==> src/rtl/flag_register_if.sv <==
// Flag register bus: ALU flags, update controls, jump request and stack controls in,
// committed flags, jump decision and stack status out.
interface flag_register_if #(
  parameter int CNT_W = 2
);
  logic             en;
  logic [2:0]       alu_flags;
  logic             upd_z;
  logic             upd_n;
  logic             upd_c;
  logic             set_c;
  logic             clr_c;
  logic             jmp_valid;
  logic [1:0]       jmp_type;
  logic             int_save;
  logic             rti_restore;
  logic [2:0]       ccr;
  logic             branch_taken;
  logic [CNT_W-1:0] stack_count;
  logic             ovf;
  logic             unf;

  modport master (
    output en, alu_flags, upd_z, upd_n, upd_c, set_c, clr_c,
           jmp_valid, jmp_type, int_save, rti_restore,
    input  ccr, branch_taken, stack_count, ovf, unf
  );

  modport slave (
    input  en, alu_flags, upd_z, upd_n, upd_c, set_c, clr_c,
           jmp_valid, jmp_type, int_save, rti_restore,
    output ccr, branch_taken, stack_count, ovf, unf
  );
endinterface

==> src/rtl/flag_register.sv <==
// Z/N/C condition-code register with masked ALU updates, SETC/CLRC, jump resolution
// with clear-on-taken, and a small save/restore stack for interrupt entry and RTI.
module flag_register #(
  parameter int DEPTH = 2,
  parameter int CNT_W = 2
) (
  input logic            clk,
  input logic            rst,
  flag_register_if.slave bus
);
  logic [2:0]       ccr_q, ccr_d;
  logic [CNT_W-1:0] cnt_q, cnt_d;
  logic             ovf_q, ovf_d;
  logic             unf_q, unf_d;
  logic [2:0]       stack_q [DEPTH];

  logic             taken;
  logic [2:0]       merged;
  logic [2:0]       top_entry;
  logic             stk_empty, stk_full;
  logic             swap_go, push_go, pop_go;
  logic [CNT_W-1:0] wr_idx;
  logic [DEPTH-1:0] slot_wr;

  // Jump decision looks only at committed flags, never at this cycle's ALU result.
  always_comb begin
    taken = 1'b0;
    if (bus.en && !rst && bus.jmp_valid) begin
      case (bus.jmp_type)
        2'b01:   taken = ccr_q[0];
        2'b10:   taken = ccr_q[1];
        2'b11:   taken = ccr_q[2];
        default: taken = 1'b0;
      endcase
    end
  end

  always_comb begin
    merged[0] = bus.upd_z ? bus.alu_flags[0] : ccr_q[0];
    merged[1] = bus.upd_n ? bus.alu_flags[1] : ccr_q[1];
    if (bus.set_c)      merged[2] = 1'b1;
    else if (bus.clr_c) merged[2] = 1'b0;
    else                merged[2] = bus.upd_c ? bus.alu_flags[2] : ccr_q[2];
    if (taken) begin
      case (bus.jmp_type)
        2'b01:   merged[0] = 1'b0;
        2'b10:   merged[1] = 1'b0;
        2'b11:   merged[2] = 1'b0;
        default: ;
      endcase
    end
  end

  always_comb begin
    top_entry = '0;
    for (int i = 0; i < DEPTH; i++) begin
      if (cnt_q == CNT_W'(i + 1)) top_entry = stack_q[i];
    end
  end

  assign stk_empty = (cnt_q == '0);
  assign stk_full  = (cnt_q == CNT_W'(DEPTH));
  // Save+restore on an empty stack degenerates to a plain push.
  assign swap_go   = bus.int_save && bus.rti_restore && !stk_empty;
  assign push_go   = bus.int_save && !swap_go && !stk_full;
  assign pop_go    = bus.rti_restore && !bus.int_save && !stk_empty;
  assign wr_idx    = swap_go ? (cnt_q - CNT_W'(1)) : cnt_q;

  for (genvar gi = 0; gi < DEPTH; gi++) begin : g_slot
    assign slot_wr[gi] = bus.en && (swap_go || push_go) && (wr_idx == CNT_W'(gi));
  end

  always_comb begin
    ccr_d = ccr_q;
    cnt_d = cnt_q;
    ovf_d = ovf_q;
    unf_d = unf_q;
    if (bus.en) begin
      ccr_d = (bus.rti_restore && !stk_empty) ? top_entry : merged;
      if (push_go) cnt_d = cnt_q + CNT_W'(1);
      if (pop_go)  cnt_d = cnt_q - CNT_W'(1);
      if (bus.int_save && !bus.rti_restore && stk_full) ovf_d = 1'b1;
      if (bus.rti_restore && stk_empty)                 unf_d = 1'b1;
    end
  end

  always_ff @(posedge clk) begin
    if (rst) begin
      ccr_q <= '0;
      cnt_q <= '0;
      ovf_q <= 1'b0;
      unf_q <= 1'b0;
      for (int i = 0; i < DEPTH; i++) stack_q[i] <= '0;
    end else begin
      ccr_q <= ccr_d;
      cnt_q <= cnt_d;
      ovf_q <= ovf_d;
      unf_q <= unf_d;
      for (int i = 0; i < DEPTH; i++) begin
        if (slot_wr[i]) stack_q[i] <= ccr_q;
      end
    end
  end

  assign bus.ccr          = ccr_q;
  assign bus.branch_taken = taken;
  assign bus.stack_count  = cnt_q;
  assign bus.ovf          = ovf_q;
  assign bus.unf          = unf_q;
endmodule
==> src/flat_wrapper.sv <==
// flat-port wrapper written by rule: the top's interface ports become plain ports
module flag_register_flat 
#(
  parameter int DEPTH = 2,
  parameter int CNT_W = 2
)
  (clk, rst, bus_en, bus_alu_flags, bus_upd_z, bus_upd_n, bus_upd_c, bus_set_c, bus_clr_c, bus_jmp_valid, bus_jmp_type, bus_int_save, bus_rti_restore, bus_ccr, bus_branch_taken, bus_stack_count, bus_ovf, bus_unf);
  flag_register_if #(.CNT_W(CNT_W)) bus_i ();
  input logic clk;
  input logic rst;
  input wire logic [$bits(bus_i.en)-1:0] bus_en;
  input wire logic [$bits(bus_i.alu_flags)-1:0] bus_alu_flags;
  input wire logic [$bits(bus_i.upd_z)-1:0] bus_upd_z;
  input wire logic [$bits(bus_i.upd_n)-1:0] bus_upd_n;
  input wire logic [$bits(bus_i.upd_c)-1:0] bus_upd_c;
  input wire logic [$bits(bus_i.set_c)-1:0] bus_set_c;
  input wire logic [$bits(bus_i.clr_c)-1:0] bus_clr_c;
  input wire logic [$bits(bus_i.jmp_valid)-1:0] bus_jmp_valid;
  input wire logic [$bits(bus_i.jmp_type)-1:0] bus_jmp_type;
  input wire logic [$bits(bus_i.int_save)-1:0] bus_int_save;
  input wire logic [$bits(bus_i.rti_restore)-1:0] bus_rti_restore;
  output wire logic [$bits(bus_i.ccr)-1:0] bus_ccr;
  output wire logic [$bits(bus_i.branch_taken)-1:0] bus_branch_taken;
  output wire logic [$bits(bus_i.stack_count)-1:0] bus_stack_count;
  output wire logic [$bits(bus_i.ovf)-1:0] bus_ovf;
  output wire logic [$bits(bus_i.unf)-1:0] bus_unf;
  assign bus_i.en = bus_en;
  assign bus_i.alu_flags = bus_alu_flags;
  assign bus_i.upd_z = bus_upd_z;
  assign bus_i.upd_n = bus_upd_n;
  assign bus_i.upd_c = bus_upd_c;
  assign bus_i.set_c = bus_set_c;
  assign bus_i.clr_c = bus_clr_c;
  assign bus_i.jmp_valid = bus_jmp_valid;
  assign bus_i.jmp_type = bus_jmp_type;
  assign bus_i.int_save = bus_int_save;
  assign bus_i.rti_restore = bus_rti_restore;
  assign bus_ccr = bus_i.ccr;
  assign bus_branch_taken = bus_i.branch_taken;
  assign bus_stack_count = bus_i.stack_count;
  assign bus_ovf = bus_i.ovf;
  assign bus_unf = bus_i.unf;
  flag_register #(.DEPTH(DEPTH), .CNT_W(CNT_W)) u_core (.clk(clk), .rst(rst), .bus(bus_i));
endmodule
==> config.mk <==
export PLATFORM = sky130hd
export DESIGN_NAME = flag_register_flat
export DESIGN_NICKNAME = d
export VERILOG_FILES = /design/src/rtl/flag_register_if.sv /design/src/rtl/flag_register.sv /design/src/flat_wrapper.sv
export SDC_FILE = /design/constraint.sdc
export NUM_CORES = 1
export LEC_CHECK = 0
export BUFFER_PORTS_ARGS = -buffer_cell sky130_fd_sc_hd__buf_2
export CORE_UTILIZATION = 44
export DETAILED_ROUTE_END_ITERATION = 6
export MAX_ROUTING_LAYER = met4
export PLACE_DENSITY = 0.69
export SETUP_SLACK_MARGIN = 0.1
export SLEW_MARGIN = 0
export SYNTH_ARGS = -nofsm -noshare
export SYNTH_HDL_FRONTEND = slang
export SYNTH_SLANG_ARGS = --single-unit
==> constraint.sdc <==
create_clock -name clk -period 1.93 [get_ports clk]
set_input_delay 0.193 -clock clk [delete_from_list [all_inputs] [get_ports clk]]
set_output_delay 0.193 -clock clk [all_outputs]
set_load 0.02 [all_outputs]
==> metrics.cfg, run 1 <==
[sta]
max_freq_mhz=577.4
max-slew-margin-rel_pct=74.49
fin_crit_ns=1.732
worstMarginPinSlew_ns=0.3730
timing.hold.ws_ns=0.2606
hold_viol=0
tns_ns=0
setup_viol=0
fin_crit_sh_pct=89.73
drv_slew=0
rsz0062_at_grt=false
skew_ns=0.004836

[yosys]
synth.largest_area_cell=edfxtp_1
synthTopCellsByArea=edfxtp_1, dfxtp_1, ha_1, mux2i_1, nor2_1
synth_compound_area_share_pct=20.32
async_flop_share_pct=0
synth_seq_area_share_pct=41.29
synthXorXnorAreaFrac_pct=1.129
syn_area_per_cell_um2=9.945
ys_warn_count=0
synth-adder-area-share_pct=4.839
synth_top_family_by_area=simple AND/OR/NAND/NOR gates
syn_nets=97
synth_flop_cell=dfxtp_1
synth_cell_types=38
synthCells=78
netlist_area_um2=775.7
synth-simple-area-share_pct=22.26
synth_edf_count=6
synth_seq_cells=13
yosysTopAreaCellShare_pct=23.23
synthMuxAreaShare_pct=5.806

[global_route]
grt.overflow.total=0
grt_usage_pct=20.82
grt_pass1_wl_um=2849
grt_pass1_vias=647
antenna_found_initial=0
grt_max_degree=16

[route]
wl_per_cell_um=14.35
drt_wl_total_um=1708
final_antenna_net_count=0
dr.pass1.iters=7
via_per_inst=5.765
drcViolationCount=3
drtIter0Drc=10
num_vias=686

[die]
io_pins=24
start_util_pct=49.21
die_area_mm2=0.001935
rows=14
die_y_um=43.99
die_w_um=43.99
core_area_mm2=0.001577

[critical_path]
startpoint=u_core.bus.stack_count[0]$_SDFFE_PP0P_
r2r-start=u_core.bus.stack_count[0]$_SDFFE_PP0P_
cp.required_ns=1.91
arrival_ns=1.72
cpPeakStageDelay_ns=0.39
startpoint_type=register
crit_fanout=8
critPathCaptureType=register
worstPathCellList=inv_1 -> ha_1 -> o41ai_1 -> a41o_1
worst-setup-path-type=reg -> reg
slowest_stage=dfxtp_4

[hold_path]
hold_start=bus_rti_restore
hold_class=in -> reg

[cts]
cts_root_buffer=clkbuf_4
cts_sinks=13
postCtsSetupBuffers=0
cts_tree=yes
cts_buffers=3
hold_buffers=0
cts.htree.levels=1
clk_latency_ns=0.28
cts_max_path_buffers=2
clkTransAtPathRegs_ns=0.09

[cells_and_area]
nets=123
seq_area_um2=325.3
final_common_cell=buf_2
fill_cells=138
mostFrequentLayoutCells=buf_2, nor2_1, edfxtp_1
fin_util_pct=62.06
final_area_um2=978.4
drive_gt1_share_pct=36.89
antenna_cells=0
syn2layout_area_growth_pct=26.13
multiInputGateArea_um2=469.2

[power]
pwr-share-comb_pct=28.2
p_int_mw=0.4750
switching_power_mw=0.2226
p_seq_share_pct=46.9
clkPwrFrac_pct=24.9
swShare_pct=31.91
p_per_area_mw_per_mm2=713.0
p_leak_nw=0.4363
ir_drop_uv=436.2

[placement]
gp_congestion=0.8175
dpl.hpwl_um=1246
port-buffer-count=23
placed_area_um2=907.1

[job]
max_cap_violations=0

[status]
violations=DRC
status=complete, but fails checks

[repair_timing]
| item | 4_1_cts | 5_1_grt |
|---|---|---|
| setup endpoints to repair | 5 | 12 |
| resized for setup | 0 | 9 |
| cloned | 0 | 0 |
| pin swaps | 0 | 2 |
| endpoints found under the hold margin | 0 | 0 |
[final cells by class]
type	instances	share of cell area, %
clock buffer	4	2.685
inverter	4	1.535
multi-input combinational	58	47.95
sequential	13	33.25
tap	16	2.046
timing repair buffer	24	12.53
[cells by family after synthesis]
group                    Yosys count
buffers and inverters              7
AO/OA/AOI/OAI                     21
AND/OR/NAND/NOR                   29
multiplexers                       4
flip-flops                        13
XOR/XNOR                           1
adder cells (fa/ha/maj)            3
[critical path, delay by kind of cell, from the launching register on]
family          cells  cell delay [ns]
compound gates      2             0.66
flops               1             0.39
fa+ha+maj           1             0.31
buf+inv             1             0.07
[stage by stage]
stage               setup WS (ns)  power [mW]  instances
floorplan                  0.1522      0.4552         78
global placement           0.1487      0.5069        115
CTS                       0.06771      0.6805        119
global route               0.1286      0.7378        119
finish                     0.1982      0.6976        119
detailed placement        0.08858      0.5079        115
[registers in the layout (all words and copies together), names as in the netlist]
register                cells
u_core.bus.stack_count      2
u_core.stack_q              6
u_core.bus.ccr              3
u_core.bus.unf              1
u_core.bus.ovf              1
[per-layer routing]
layer  routed length [um]  global-route usage (%)
met5                    0                       -
met4                    0                   7.273
met3                   89                   3.750
met2                  862                   33.73
met1                  756                   26.12
[path summary, 6_finish.rpt]
path | to | slack (ns) | cells past startpoint
worst min-delay path | u_core.bus.ccr[0]$_SDFFE_PP0P_ | 0.26 | 3
worst max register to register | u_core.stack_q[0][2]$_DFFE_PP_ | 0.20 | 4
worst max-delay path | u_core.stack_q[0][2]$_DFFE_PP_ | 0.20 | 4
worst min register to register | u_core.bus.ovf$_SDFFE_PP0P_ | 0.49 | 2
[power groups by stage]
stage / clock (mW) / combinational (mW) / sequential, mW
floorplan: 0 / 0.111 / 0.344
global placement: 0 / 0.174 / 0.333
detailed placement: 0 / 0.174 / 0.334
CTS: 0.178 / 0.175 / 0.327
global route: 0.189 / 0.218 / 0.331
finish: 0.174 / 0.197 / 0.327
[cells in the mapped netlist, drive strengths merged, types with 2 or more instances]
cell type,n
o21ai,3
edfxtp,6
inv,4
ha,3
o31ai,2
nor2b,3
mux2i,3
nor2,8
nor4b,3
nand2,4
a22oi,3
nand2b,3
nor3,2
a31oi,2
buf,2
dfxtp,7
(Power assumes the default switching activity.)
==> run 2: changes to the inputs <==
--- a/config.mk
+++ b/config.mk
@@ -9,7 +9,7 @@
 export CORE_UTILIZATION = 44
 export DETAILED_ROUTE_END_ITERATION = 6
 export MAX_ROUTING_LAYER = met4
-export PLACE_DENSITY = 0.69
+export PLACE_DENSITY = 0.73
 export SETUP_SLACK_MARGIN = 0.1
 export SLEW_MARGIN = 0
 export SYNTH_ARGS = -nofsm -noshare
==> metrics.cfg, run 2 (synthesis gave the netlist of run 1 again) <==
[cells_and_area]
mostFrequentLayoutCells=buf_2, nor2_1, edfxtp_1
antenna_cells=0  ; unchanged
final_area_um2=964.7  ; -1.4%
largest_reg_flops=6  ; unchanged
drive_gt1_share_pct=33.65  ; -3.2 points
nets=124  ; +0.81%
syn2layout_area_growth_pct=24.35
instances_no_fill=120  ; +0.84%
regMostFlops=u_core.stack_q
final_common_cell=buf_2
fin_util_pct=61.19  ; -0.87 points
fill_cells=140  ; +1.4%

[sta]
hold_viol=0  ; unchanged
max_freq_mhz=557.7  ; -3.4%
rsz0062_at_grt=true
worstMarginPinSlew_ns=0.4124  ; +0.03937 ns
setup_viol=0  ; unchanged
drv_slew=0  ; unchanged
skew_ns=0.01440  ; +0.009559 ns
timing.hold.ws_ns=0.2316  ; -0.02907 ns
tns_ns=0  ; unchanged
max-slew-margin-rel_pct=71.80  ; -2.7 points
fin_crit_sh_pct=92.90  ; +3.2 points
fin_crit_ns=1.793  ; +0.06127 ns
worst_slack_ns=0.1369  ; -0.06127 ns

[placement]
placed_area_um2=907.1  ; unchanged
post-place-cells=115  ; unchanged
dpl.hpwl_um=1298  ; +4.2%
pre_cts_slack_ns=0.1044  ; +0.01587 ns
gp_congestion=0.8846  ; +8.2%
port-buffer-count=23  ; unchanged

[route]
dr.pass1.iters=6  ; -1
drtIter0Drc=24  ; +14
drcViolationCount=4  ; +1
wl_per_cell_um=13.82  ; -3.7%
drt_wl_total_um=1658  ; -2.9%
final_antenna_net_count=0  ; unchanged
via_per_inst=5.883  ; +2.1%
num_vias=706  ; +2.9%

[critical_path]
critPathCaptureType=register
startpoint_type=register
reg2regPathDepth=7  ; +3
crit_fanout=7  ; -1
arrival_ns=1.75  ; +0.03 ns
startpoint=u_core.bus.stack_count[0]$_SDFFE_PP0P_
cp.required_ns=1.89  ; -0.02 ns
reg2reg_slack_ns=0.14  ; -0.06 ns
r2r-start=u_core.bus.stack_count[0]$_SDFFE_PP0P_
r2r_end=u_core.stack_q[0][3]$_DFFE_PP_
worst-setup-path-type=reg -> reg

[cts]
cts_buffers=3  ; unchanged
cts_max_path_buffers=2  ; unchanged
cts_sinks=13  ; unchanged
cts_tree=yes
cts.htree.levels=1  ; unchanged
cts_root_buffer=clkbuf_4
clk_latency_ns=0.28  ; about the same
hold_buffers=0  ; unchanged
clkTransAtPathRegs_ns=0.09  ; about the same

[die]
core_area_mm2=0.001577  ; unchanged
rows=14  ; unchanged
io_pins=24  ; unchanged
die_y_um=43.99  ; unchanged
start_util_pct=49.21  ; unchanged
die_w_um=43.99  ; unchanged
die_area_mm2=0.001935  ; unchanged

[hold_path]
hold_class=in -> reg
whs_endpoint=u_core.bus.ccr[0]$_SDFFE_PP0P_
min_path_cells=3  ; unchanged
hold_start=bus_rti_restore

[global_route]
grt.overflow.total=0  ; unchanged
grt_usage_pct=19.32  ; -1.5 points
antenna_found_initial=0  ; unchanged
grt_pass1_vias=593  ; -8.3%
grt_max_degree=16  ; unchanged
grt_pass1_wl_um=2504  ; -12%

[power]
ir_drop_uv=437.5  ; +0.31%
p_per_area_mw_per_mm2=716.5  ; +0.49%
finalPower_mw=0.6912  ; -0.92%
p_leak_nw=0.4401  ; +0.87%

[job]
max_cap_violations=0  ; unchanged

[status]
violations=DRC
status=complete, but fails checks

run 2: changes by cell type in the layout (fill, tap and decap cells not counted):
cell,change
o21ai_0,+1
o21ai_1,-1
buf_4,+1
nand2_1,+1
nor4b_2,-3
nor4b_1,+3
nand2_2,-1
run 2: worst max path at each step:
stage                                      to  slack [ns]
2_1_floorplan  u_core.stack_q[0][3]$_DFFE_PP_        0.15
3_3_place_gp   u_core.stack_q[0][0]$_DFFE_PP_        0.17
3_5_place_dp   u_core.stack_q[0][4]$_DFFE_PP_        0.10
4_1_cts        u_core.stack_q[0][3]$_DFFE_PP_        0.07
5_1_grt        u_core.stack_q[0][2]$_DFFE_PP_        0.08
6_report       u_core.stack_q[0][3]$_DFFE_PP_        0.14
run 2: layout make-up:
| class | instances | area (um2) | area share, % |
|---|---|---|---|
| Tap cell | 16 | 20.02 | 2.075 |
| Inverter | 4 | 15.01 | 1.556 |
| Multi-Input combinational cell | 58 | 447.9 | 46.43 |
| Sequential cell | 13 | 325.3 | 33.72 |
| Timing Repair Buffer | 25 | 130.1 | 13.49 |
| Clock buffer | 4 | 26.28 | 2.724 |
run 2: where the power goes:
part / internal (mW) / leakage, nW / switching (mW)
logic: 0.0884 / 0.304 / 0.107
clock network: 0.0800 / 0.0150 / 0.0880
registers: 0.310 / 0.121 / 0.0176
total: 0.479 / 0.440 / 0.212
run 2: worst max-delay path: stages (launching register included):
cell and delay [ns]:
dfxtp_4 0.39, inv_1 0.08, ha_1 0.25, nand2b_4 0.17, o21ai_0 0.07, nand2_1 0.13
buf_4 0.16, o31ai_4 0.21
run 2: routing by layer:
layer / GRT usage [%] / part of all wire, % / vias to the layer above
li1: - / - / 350
met1: 19.84 / 43 / 330
met2: 32.84 / 48 / 24
met3: 5.417 / 7.0 / 2
met4: 10.91 / 1.1 / 0
met5: - / 0 / -
run 2: what timing repair did:
action                     4_1_cts  5_1_grt
pin swaps                        0        2
gates cloned                     0        0
resized for setup                0        4
setup buffers                    0        1
setup endpoints to repair        7       12
==> run 3: changes to the inputs <==
--- a/config.mk
+++ b/config.mk
@@ -10,6 +10,7 @@
 export DETAILED_ROUTE_END_ITERATION = 6
 export MAX_ROUTING_LAYER = met4
 export PLACE_DENSITY = 0.73
+export REMOVE_ABC_BUFFERS = 1
 export SETUP_SLACK_MARGIN = 0.1
 export SLEW_MARGIN = 0
 export SYNTH_ARGS = -nofsm -noshare
==> metrics.cfg, run 3 (synthesis gave the netlist of run 1 again) <==
[sta]
skew_ns=0.002121  ; -0.01227 ns
hold_viol=0  ; unchanged
timing.hold.ws_ns=0.2312  ; -0.0003470 ns
max_freq_mhz=573.7  ; +2.9%
setup_viol=0  ; unchanged
fin_crit_ns=1.743  ; -0.05010 ns
worstMarginPinSlew_ns=0.4087  ; -0.003699 ns
rsz0062_at_grt=true
fin_crit_sh_pct=90.31  ; -2.6 points
drv_slew=0  ; unchanged
worst_slack_ns=0.1870  ; +0.05010 ns
max-slew-margin-rel_pct=72.37  ; +0.57 points
tns_ns=0  ; unchanged

[critical_path]
critPathCaptureType=register
worstPathCellList=inv_1 -> ha_1 -> nand2b_1 -> o21ai_0 -> nand2_1 -> o31ai_2
cp.required_ns=1.90  ; about the same
worst-setup-path-type=reg -> reg
crit_fanout=4  ; -3
startpoint_type=register
cpPeakStageDelay_ns=0.37  ; -0.02 ns
arrival_ns=1.71  ; -0.04 ns
slowest_stage=o31ai_2

[job]
max_cap_violations=0  ; unchanged

[cells_and_area]
mostFrequentLayoutCells=buf_2, nor2_1, dfxtp_1
regMostFlops=u_core.stack_q
antenna_cells=0  ; unchanged
fin_util_pct=61.35  ; +0.16 points
final_common_cell=buf_2
nets=127  ; +2.4%
instances_no_fill=123  ; +2.5%
drive_gt1_share_pct=33.64  ; about the same
final_area_um2=967.2  ; +0.26%
largest_reg_flops=6  ; unchanged
syn2layout_area_growth_pct=24.68

[route]
wl_per_cell_um=14.92  ; +8.0%
dr.pass1.iters=7  ; +1
drt_wl_total_um=1835  ; +11%
num_vias=736  ; +4.2%
final_antenna_net_count=0  ; unchanged
drcViolationCount=1  ; -3
via_per_inst=5.984  ; +1.7%
drtIter0Drc=19  ; -21%

[die]
core_area_mm2=0.001577  ; unchanged
die_y_um=43.99  ; unchanged
start_util_pct=49.21  ; unchanged
die_w_um=43.99  ; unchanged
rows=14  ; unchanged
die_area_mm2=0.001935  ; unchanged
io_pins=24  ; unchanged

[cts]
clk_latency_ns=0.29  ; about the same
clkTransAtPathRegs_ns=0.08  ; about the same
cts_sinks=13  ; unchanged
cts_max_path_buffers=2  ; unchanged
cts_root_buffer=clkbuf_4
cts_tree=yes
cts.htree.levels=1  ; unchanged
cts_buffers=3  ; unchanged

[power]
p_leak_nw=0.4418  ; +0.39%
p_per_area_mw_per_mm2=718.8  ; +0.32%
ir_drop_uv=456.7  ; +4.4%
finalPower_mw=0.6952  ; +0.58%

[global_route]
grt_pass1_vias=711  ; +20%
grt_usage_pct=23.08  ; +3.8 points
grt_pass1_wl_um=3098  ; +24%
grt.overflow.total=0  ; unchanged
met2_usage_pct=39.70  ; +6.9 points
grt_max_degree=16  ; unchanged
met1_usage_pct=25.92  ; +6.1 points
antenna_found_initial=0  ; unchanged
grt.busiest_layer=met2
met3_usage_pct=3.750  ; -1.7 points

[placement]
gp_congestion=0.7817  ; -12%
placed_area_um2=929.6  ; +2.5%
post-place-cells=119  ; +3.5%
pre_cts_slack_ns=0.1214  ; +0.01699 ns
port-buffer-count=23  ; unchanged
dpl.hpwl_um=1368  ; +5.4%

[hold_path]
hold_class=in -> reg

[status]
status=complete, but fails checks
violations=DRC

[run 3: path summary, 6_finish.rpt]
path | startpoint | end | slack (ns) | cells past startpoint
worst max-delay path | u_core.bus.stack_count[0]$_SDFFE_PP0P_ | u_core.stack_q[0][5]$_DFFE_PP_ | 0.19 | 6
worst min-delay path | bus_rti_restore | u_core.bus.unf$_SDFFE_PP0P_ | 0.23 | 3
worst max register to register | u_core.bus.stack_count[0]$_SDFFE_PP0P_ | u_core.stack_q[0][5]$_DFFE_PP_ | 0.19 | 6
worst min register to register | u_core.bus.ovf$_SDFFE_PP0P_ | u_core.bus.ovf$_SDFFE_PP0P_ | 0.48 | 2
[run 3: report_power, final]
part	switching [mW]	internal [mW]
Combinational	0.110	0.0865
Clock	0.0980	0.0805
Sequential	0.0114	0.309
[run 3: worst max-delay path, delay by kind of cell (launching register included)]
family	cells	cell delay, ns
buf+inv	1	0.07
fa+ha+maj	1	0.23
simple gates	2	0.32
compound gates	2	0.46
flops	1	0.34
[run 3: area by class of cell]
class                           count  area (um2)
Timing Repair Buffer               28       152.6
Clock buffer                        4       26.28
Inverter                            4       15.01
Sequential cell                    13       320.3
Multi-Input combinational cell     58       432.9
Fill cell                         142       609.3
Tap cell                           16       20.02
[run 3: repair_timing]
action / CTS / global route
endpoints found under the setup margin: 3 / 12
gates cloned: 0 / 0
gates resized for setup: 1 / 1
hold buffers: 0 / 0
endpoints found under the hold margin: 0 / 0
setup buffers: 0 / 0
[run 3: metal layers]
| layer | vias to the layer above | wire (um) |
|---|---|---|
| li1 | 358 | - |
| met1 | 342 | 785 |
| met2 | 31 | 890 |
| met3 | 5 | 121 |
| met4 | 0 | 37 |
| met5 | - | 0 |
